**config.mk**
```make
export PLATFORM = sky130hd
export DESIGN_NAME = inst_wb_buf
export DESIGN_NICKNAME = d
export VERILOG_FILES = /design/src/rtl/inst_wb_buf.sv
export SDC_FILE = /design/constraint.sdc
export NUM_CORES = 1
export LEC_CHECK = 0
export CORE_ASPECT_RATIO = 0.6
export CORE_MARGIN = 2
export CORE_UTILIZATION = 50
export DETAILED_ROUTE_END_ITERATION = 16
export PLACE_DENSITY = 0.71
export SETUP_SLACK_MARGIN = 0.3
export SLEW_MARGIN = 20
export SYNTH_ARGS = -nofsm -noshare
export SYNTH_HDL_FRONTEND = slang
export SYNTH_SLANG_ARGS = --single-unit
```
**constraint.sdc**
```tcl
create_clock -name clk -period 3.8 [get_ports clk]
set_input_delay 0.76 -clock clk [delete_from_list [all_inputs] [get_ports clk]]
set_output_delay 0.76 -clock clk [all_outputs]
set_load 0.1 [all_outputs]
```
**src/rtl/inst_wb_buf.sv**
```systemverilog
// Write-back stage: retiring instructions queue register writes in a small FIFO
// that drains to the register file in order, with forwarding lookup and optional bypass.
module inst_wb_buf #(
  parameter int DATA_W = 16,
  parameter int ADDR_W = 3,
  parameter int DEPTH  = 4,
  parameter int BYPASS = 1,
  parameter int CNT_W  = 16
) (
  input  logic              clk,
  input  logic              rst,
  input  logic              en_ctrl,
  input  logic              valid_ctrl,
  input  logic [ADDR_W-1:0] rc_addr,
  input  logic [DATA_W-1:0] rc_data,
  input  logic              rf_w_en,
  input  logic [3:0]        opcode,
  output logic              in_ready,
  input  logic              rf_w_ready,
  output logic              rf_w_en_out,
  output logic [ADDR_W-1:0] rc_addr_out,
  output logic [DATA_W-1:0] rc_data_out,
  output logic              regsel_out,
  input  logic [ADDR_W-1:0] fwd_addr,
  output logic              fwd_hit,
  output logic [DATA_W-1:0] fwd_data,
  output logic              complete,
  output logic [CNT_W-1:0]  retired_cnt,
  output logic              drop_err
);

  localparam int PTR_W = $clog2(DEPTH);

  logic [ADDR_W-1:0] mem_addr_q [DEPTH];
  logic [ADDR_W-1:0] mem_addr_d [DEPTH];
  logic [DATA_W-1:0] mem_data_q [DEPTH];
  logic [DATA_W-1:0] mem_data_d [DEPTH];
  logic [PTR_W-1:0]  wr_ptr_q, wr_ptr_d;
  logic [PTR_W-1:0]  rd_ptr_q, rd_ptr_d;
  logic [PTR_W:0]    count_q, count_d;
  logic              complete_q, complete_d;
  logic [CNT_W-1:0]  retired_cnt_q, retired_cnt_d;
  logic              drop_err_q, drop_err_d;

  logic full, empty, accept, bypass, push, pop;

  // Opcode travels with the instruction for debug visibility only.
  logic unused_opcode;
  assign unused_opcode = ^opcode;

  assign full     = (count_q == (PTR_W+1)'(DEPTH));
  assign empty    = (count_q == '0);
  assign in_ready = !rst && !full;
  assign accept   = en_ctrl && valid_ctrl && in_ready;
  assign bypass   = (BYPASS != 0) && empty && accept && rf_w_en && rf_w_ready;
  assign push     = accept && rf_w_en && !bypass;
  assign pop      = !rst && !empty && rf_w_ready;

  always_comb begin
    rf_w_en_out = 1'b0;
    rc_addr_out = '0;
    rc_data_out = '0;
    if (!rst) begin
      if (!empty) begin
        rf_w_en_out = 1'b1;
        rc_addr_out = mem_addr_q[rd_ptr_q];
        rc_data_out = mem_data_q[rd_ptr_q];
      end else if (bypass) begin
        rf_w_en_out = 1'b1;
        rc_addr_out = rc_addr;
        rc_data_out = rc_data;
      end
    end
  end

  assign regsel_out = rf_w_en_out;

  // Walk from oldest to youngest so the last match found is the youngest.
  always_comb begin
    logic [PTR_W-1:0] idx;
    fwd_hit  = 1'b0;
    fwd_data = '0;
    idx      = '0;
    if (!rst) begin
      for (int k = 0; k < DEPTH; k++) begin
        idx = rd_ptr_q + PTR_W'(k);
        if (((PTR_W+1)'(k) < count_q) && (mem_addr_q[idx] == fwd_addr)) begin
          fwd_hit  = 1'b1;
          fwd_data = mem_data_q[idx];
        end
      end
    end
  end

  always_comb begin
    mem_addr_d    = mem_addr_q;
    mem_data_d    = mem_data_q;
    wr_ptr_d      = wr_ptr_q;
    rd_ptr_d      = rd_ptr_q;
    count_d       = count_q;
    complete_d    = accept;
    retired_cnt_d = retired_cnt_q;
    drop_err_d    = drop_err_q;
    if (push) begin
      mem_addr_d[wr_ptr_q] = rc_addr;
      mem_data_d[wr_ptr_q] = rc_data;
      wr_ptr_d             = wr_ptr_q + PTR_W'(1);
    end
    if (pop) begin
      rd_ptr_d = rd_ptr_q + PTR_W'(1);
    end
    if (push && !pop) begin
      count_d = count_q + (PTR_W+1)'(1);
    end else if (pop && !push) begin
      count_d = count_q - (PTR_W+1)'(1);
    end
    if (accept) begin
      retired_cnt_d = retired_cnt_q + CNT_W'(1);
    end
    if (en_ctrl && valid_ctrl && !in_ready) begin
      drop_err_d = 1'b1;
    end
  end

  always_ff @(posedge clk) begin
    if (rst) begin
      for (int i = 0; i < DEPTH; i++) begin
        mem_addr_q[i] <= '0;
        mem_data_q[i] <= '0;
      end
      wr_ptr_q      <= '0;
      rd_ptr_q      <= '0;
      count_q       <= '0;
      complete_q    <= 1'b0;
      retired_cnt_q <= '0;
      drop_err_q    <= 1'b0;
    end else begin
      mem_addr_q    <= mem_addr_d;
      mem_data_q    <= mem_data_d;
      wr_ptr_q      <= wr_ptr_d;
      rd_ptr_q      <= rd_ptr_d;
      count_q       <= count_d;
      complete_q    <= complete_d;
      retired_cnt_q <= retired_cnt_d;
      drop_err_q    <= drop_err_d;
    end
  end

  assign complete    = complete_q;
  assign retired_cnt = retired_cnt_q;
  assign drop_err    = drop_err_q;

endmodule
```
==> results.tsv <==
metric	value	unit
status	finished, final reports clean	
Worst-path clk slew	0.07	ns
Vias	6306	
CP required	3.04	ns
commonest cells in the netlist	225 x nand2_1, 101 x dfxtp_1, 97 x a21oi_1, 72 x mux4_2, 35 x clkbuf_1	
Finished Cell Area	0.00887	mm2
Worst-Skew Late Latency	0.35	ns
worst r2r path cells	8	
GRT overflow	0	
Clock power frac	0.343	
post-synth top area share	0.303	
row cnt	32	
Syn Area/Cell	8.96	um2
vias in the first global route	6123	
DRT iter0 DRCs	577	
Fillers	969	
period utilisation layout	0.936	
Routed Wire Length	20400	um
# DRC	0	
nets	855	
hold crit path type	flip-flop to flip-flop	
Final setup viols	0	
slew margin rel.	0.327	
CTS sink cnt	101	
VDD IR-drop max	0.266	mV
Yosys cell types	37	
CTS tree	built	
Post-synth EDFFs	0	
CP Class	flip-flop to output pin	
syn nets	786	
Syn Std Cell Area	0.00667	mm2
Final Hold Viols	0	
unrepaired setup endpoints after global routing	true	
post-DR wirelength/cell	20.7	um
Global Route Usage Sum	0.284	
placed insts	960	
starting density of the core	0.515	
final hold slack	0.468	ns
IO Count	89	
worst hold stages	2	
Syn Inst Count	744	
Max-cap violations	0	
Crit path arrival time	2.80	ns
CP endpoint kind	output pin	
Pre-antenna DRT Iters	5	
Synth area leader	dfxtp_1	
Post-DRT Antenna Nets	0	
leading cell type by number of instances after synthesis	nand2_1	
asr flop ratio synth	0	
I/O Buffers	84	
DIE AREA	0.0143	mm2
proportion of layout cells with a drive suffix above 1	0.302	
synth-to-layout area growth	33.1	%
min Tclk post-route	3.56	ns
Leakage	2.92	nW
Via density	6.39	
initial antenna violation count	0	
P_sw	0.000990	W
Ys Warns	0	
Pins Over Slew Limit	0	
maximum buffer depth of the clock tree	2	
CTS buffer count	9	
Non-Filler Instances	987	
Critical Path Source Type	flip-flop	
sequential area share after synthesis	0.303	
cell-internal power	0.00195	W
core box area	0.0129	mm2
Die X	153	um
Worst Max-Slew Pin Slew	1.01	ns
Setup Skew	0.00632	ns
Seq pwr share	0.372	
largest net degree at the start of global routing	68	
Yosys reg bits	101	
combinational power share	0.286	
setup tns final	0	ns
synth top area cells	dfxtp_1 30%, mux4_2 24%, nand2_1 13%	
CTS root buf	clkbuf_16	
f_max	0.281	GHz
first-pass GRT wire length	31900	um
Die Ht	93.4	um
Detail Placement HPWL	12600	um
diodes inserted	0	
Switching Fraction	0.337	
H-tree Lvls	3	
PnR Total Power	0.00294	W
Max FO, Critical Path	8	
Power Dens Cells	331	mW/mm2
RD Place Congestion	0.847	
Placed Area	0.00833	mm2
prevailing post-synth register cell	dfxtp_1	
cts hold-fix bufs	0	
==> final timing paths <==
check	from	endpoint	slack, ns
worst min register to register	drop_err	drop_err	0.47
worst max-delay path	rd_ptr_q[0]	fwd_data[8]	0.24
worst max register to register	count_q[0]	retired_cnt[15]	1.13
worst min-delay path	drop_err	drop_err	0.47
==> power by group through the flow <==
stage	Clock (W)	Sequential [W]	Combinational (W)
final	0.00101	0.00109	0.000840
after detailed placement	0	0.00113	0.000780
after global placement	0	0.00113	0.000769
after global routing	0.00106	0.00110	0.000875
after CTS	0.00101	0.00109	0.000810
after floorplan	0	0.00112	0.000559
==> final cells by class <==
cell class / count / area [um2] / share of cell area
Multi-Input combinational cell: 573 / 4660 / 0.525
Tap cell: 170 / 213 / 0.0240
Sequential cell: 101 / 2030 / 0.229
Timing Repair Buffer: 119 / 1610 / 0.182
Clock buffer: 9 / 225 / 0.0254
Inverter: 9 / 37.5 / 0.00423
Clock inverter: 6 / 93.8 / 0.0106
==> per-layer routing <==
metal	track usage	vias to the layer above	wire, um
met5	0	-	0
met4	0.108	0	403
met3	0.0547	48	1890
met2	0.455	339	9620
met1	0.386	3123	8480
li1	-	2796	-
==> what timing repair did <==
item,in CTS,in global routing
cloned,0,2
endpoints found under the setup margin,21,19
buffers inserted,4,6
pin swaps,0,14
resized for setup,5,17
==> critical path, cell delays in order, from the launching register on <==
cell,delay [ns]
dfxtp_4,0.42
mux4_2,0.56
xor2_2,0.18
nor4_4,0.27
buf_6,0.18
clkbuf_16,0.18
nand2_1,0.07
o221ai_2,0.16
a32o_2,0.24
buf_12,0.18
==> sequential cells by signal, indices dropped and copies added (netlist names) <==
name / count
wr_ptr_q: 2
retired_cnt: 16
complete: 1
count_q: 3
mem_addr_q: 12
mem_data_q: 64
drop_err: 1
rd_ptr_q: 2
==> metrics by stage <==
step	setup slack (ns)	util
2_1_floorplan	-0.0148	-
3_3_place_gp	0.0264	0.644
3_5_place_dp	-0.0106	0.644
4_1_cts	0.239	0.673
5_1_grt	0.182	0.686
6_report	0.242	0.686
==> cells in the final DEF, fill, tap and decap left out, types with 3 or more instances in the layout <==
cell type          n
xor2_1            18
mux4_2            72
clkdlybuf4s50_1   41
buf_6              3
buf_12            45
nand3_1           14
xnor2_1           12
nand2_1          222
a21oi_1           79
nor2_1            28
a22oi_1            3
and2_1             6
clkbuf_16         11
and3_1             5
o21ai_0            3
a21oi_4           18
a32o_2            16
o221ai_2          13
nand4_1            4
buf_4             25
ha_1              10
or2_2             17
mux2i_1            4
inv_1              8
o221ai_1           3
dfxtp_1           99
==> logic make-up (layout without fill, tap and decap cells) <==
family / Yosys count / count (layout) / share of synthesized area
compound gates: 141 / 141 / 0.140
xor+xnor: 32 / 32 / 0.0421
fa+ha+maj: 10 / 10 / 0.0188
buf+inv: 70 / 143 / 0.0471
flops: 101 / 101 / 0.303
mux: 78 / 78 / 0.252
simple gates: 312 / 312 / 0.196
No activity file was read; power rests on OpenSTA's default activity.
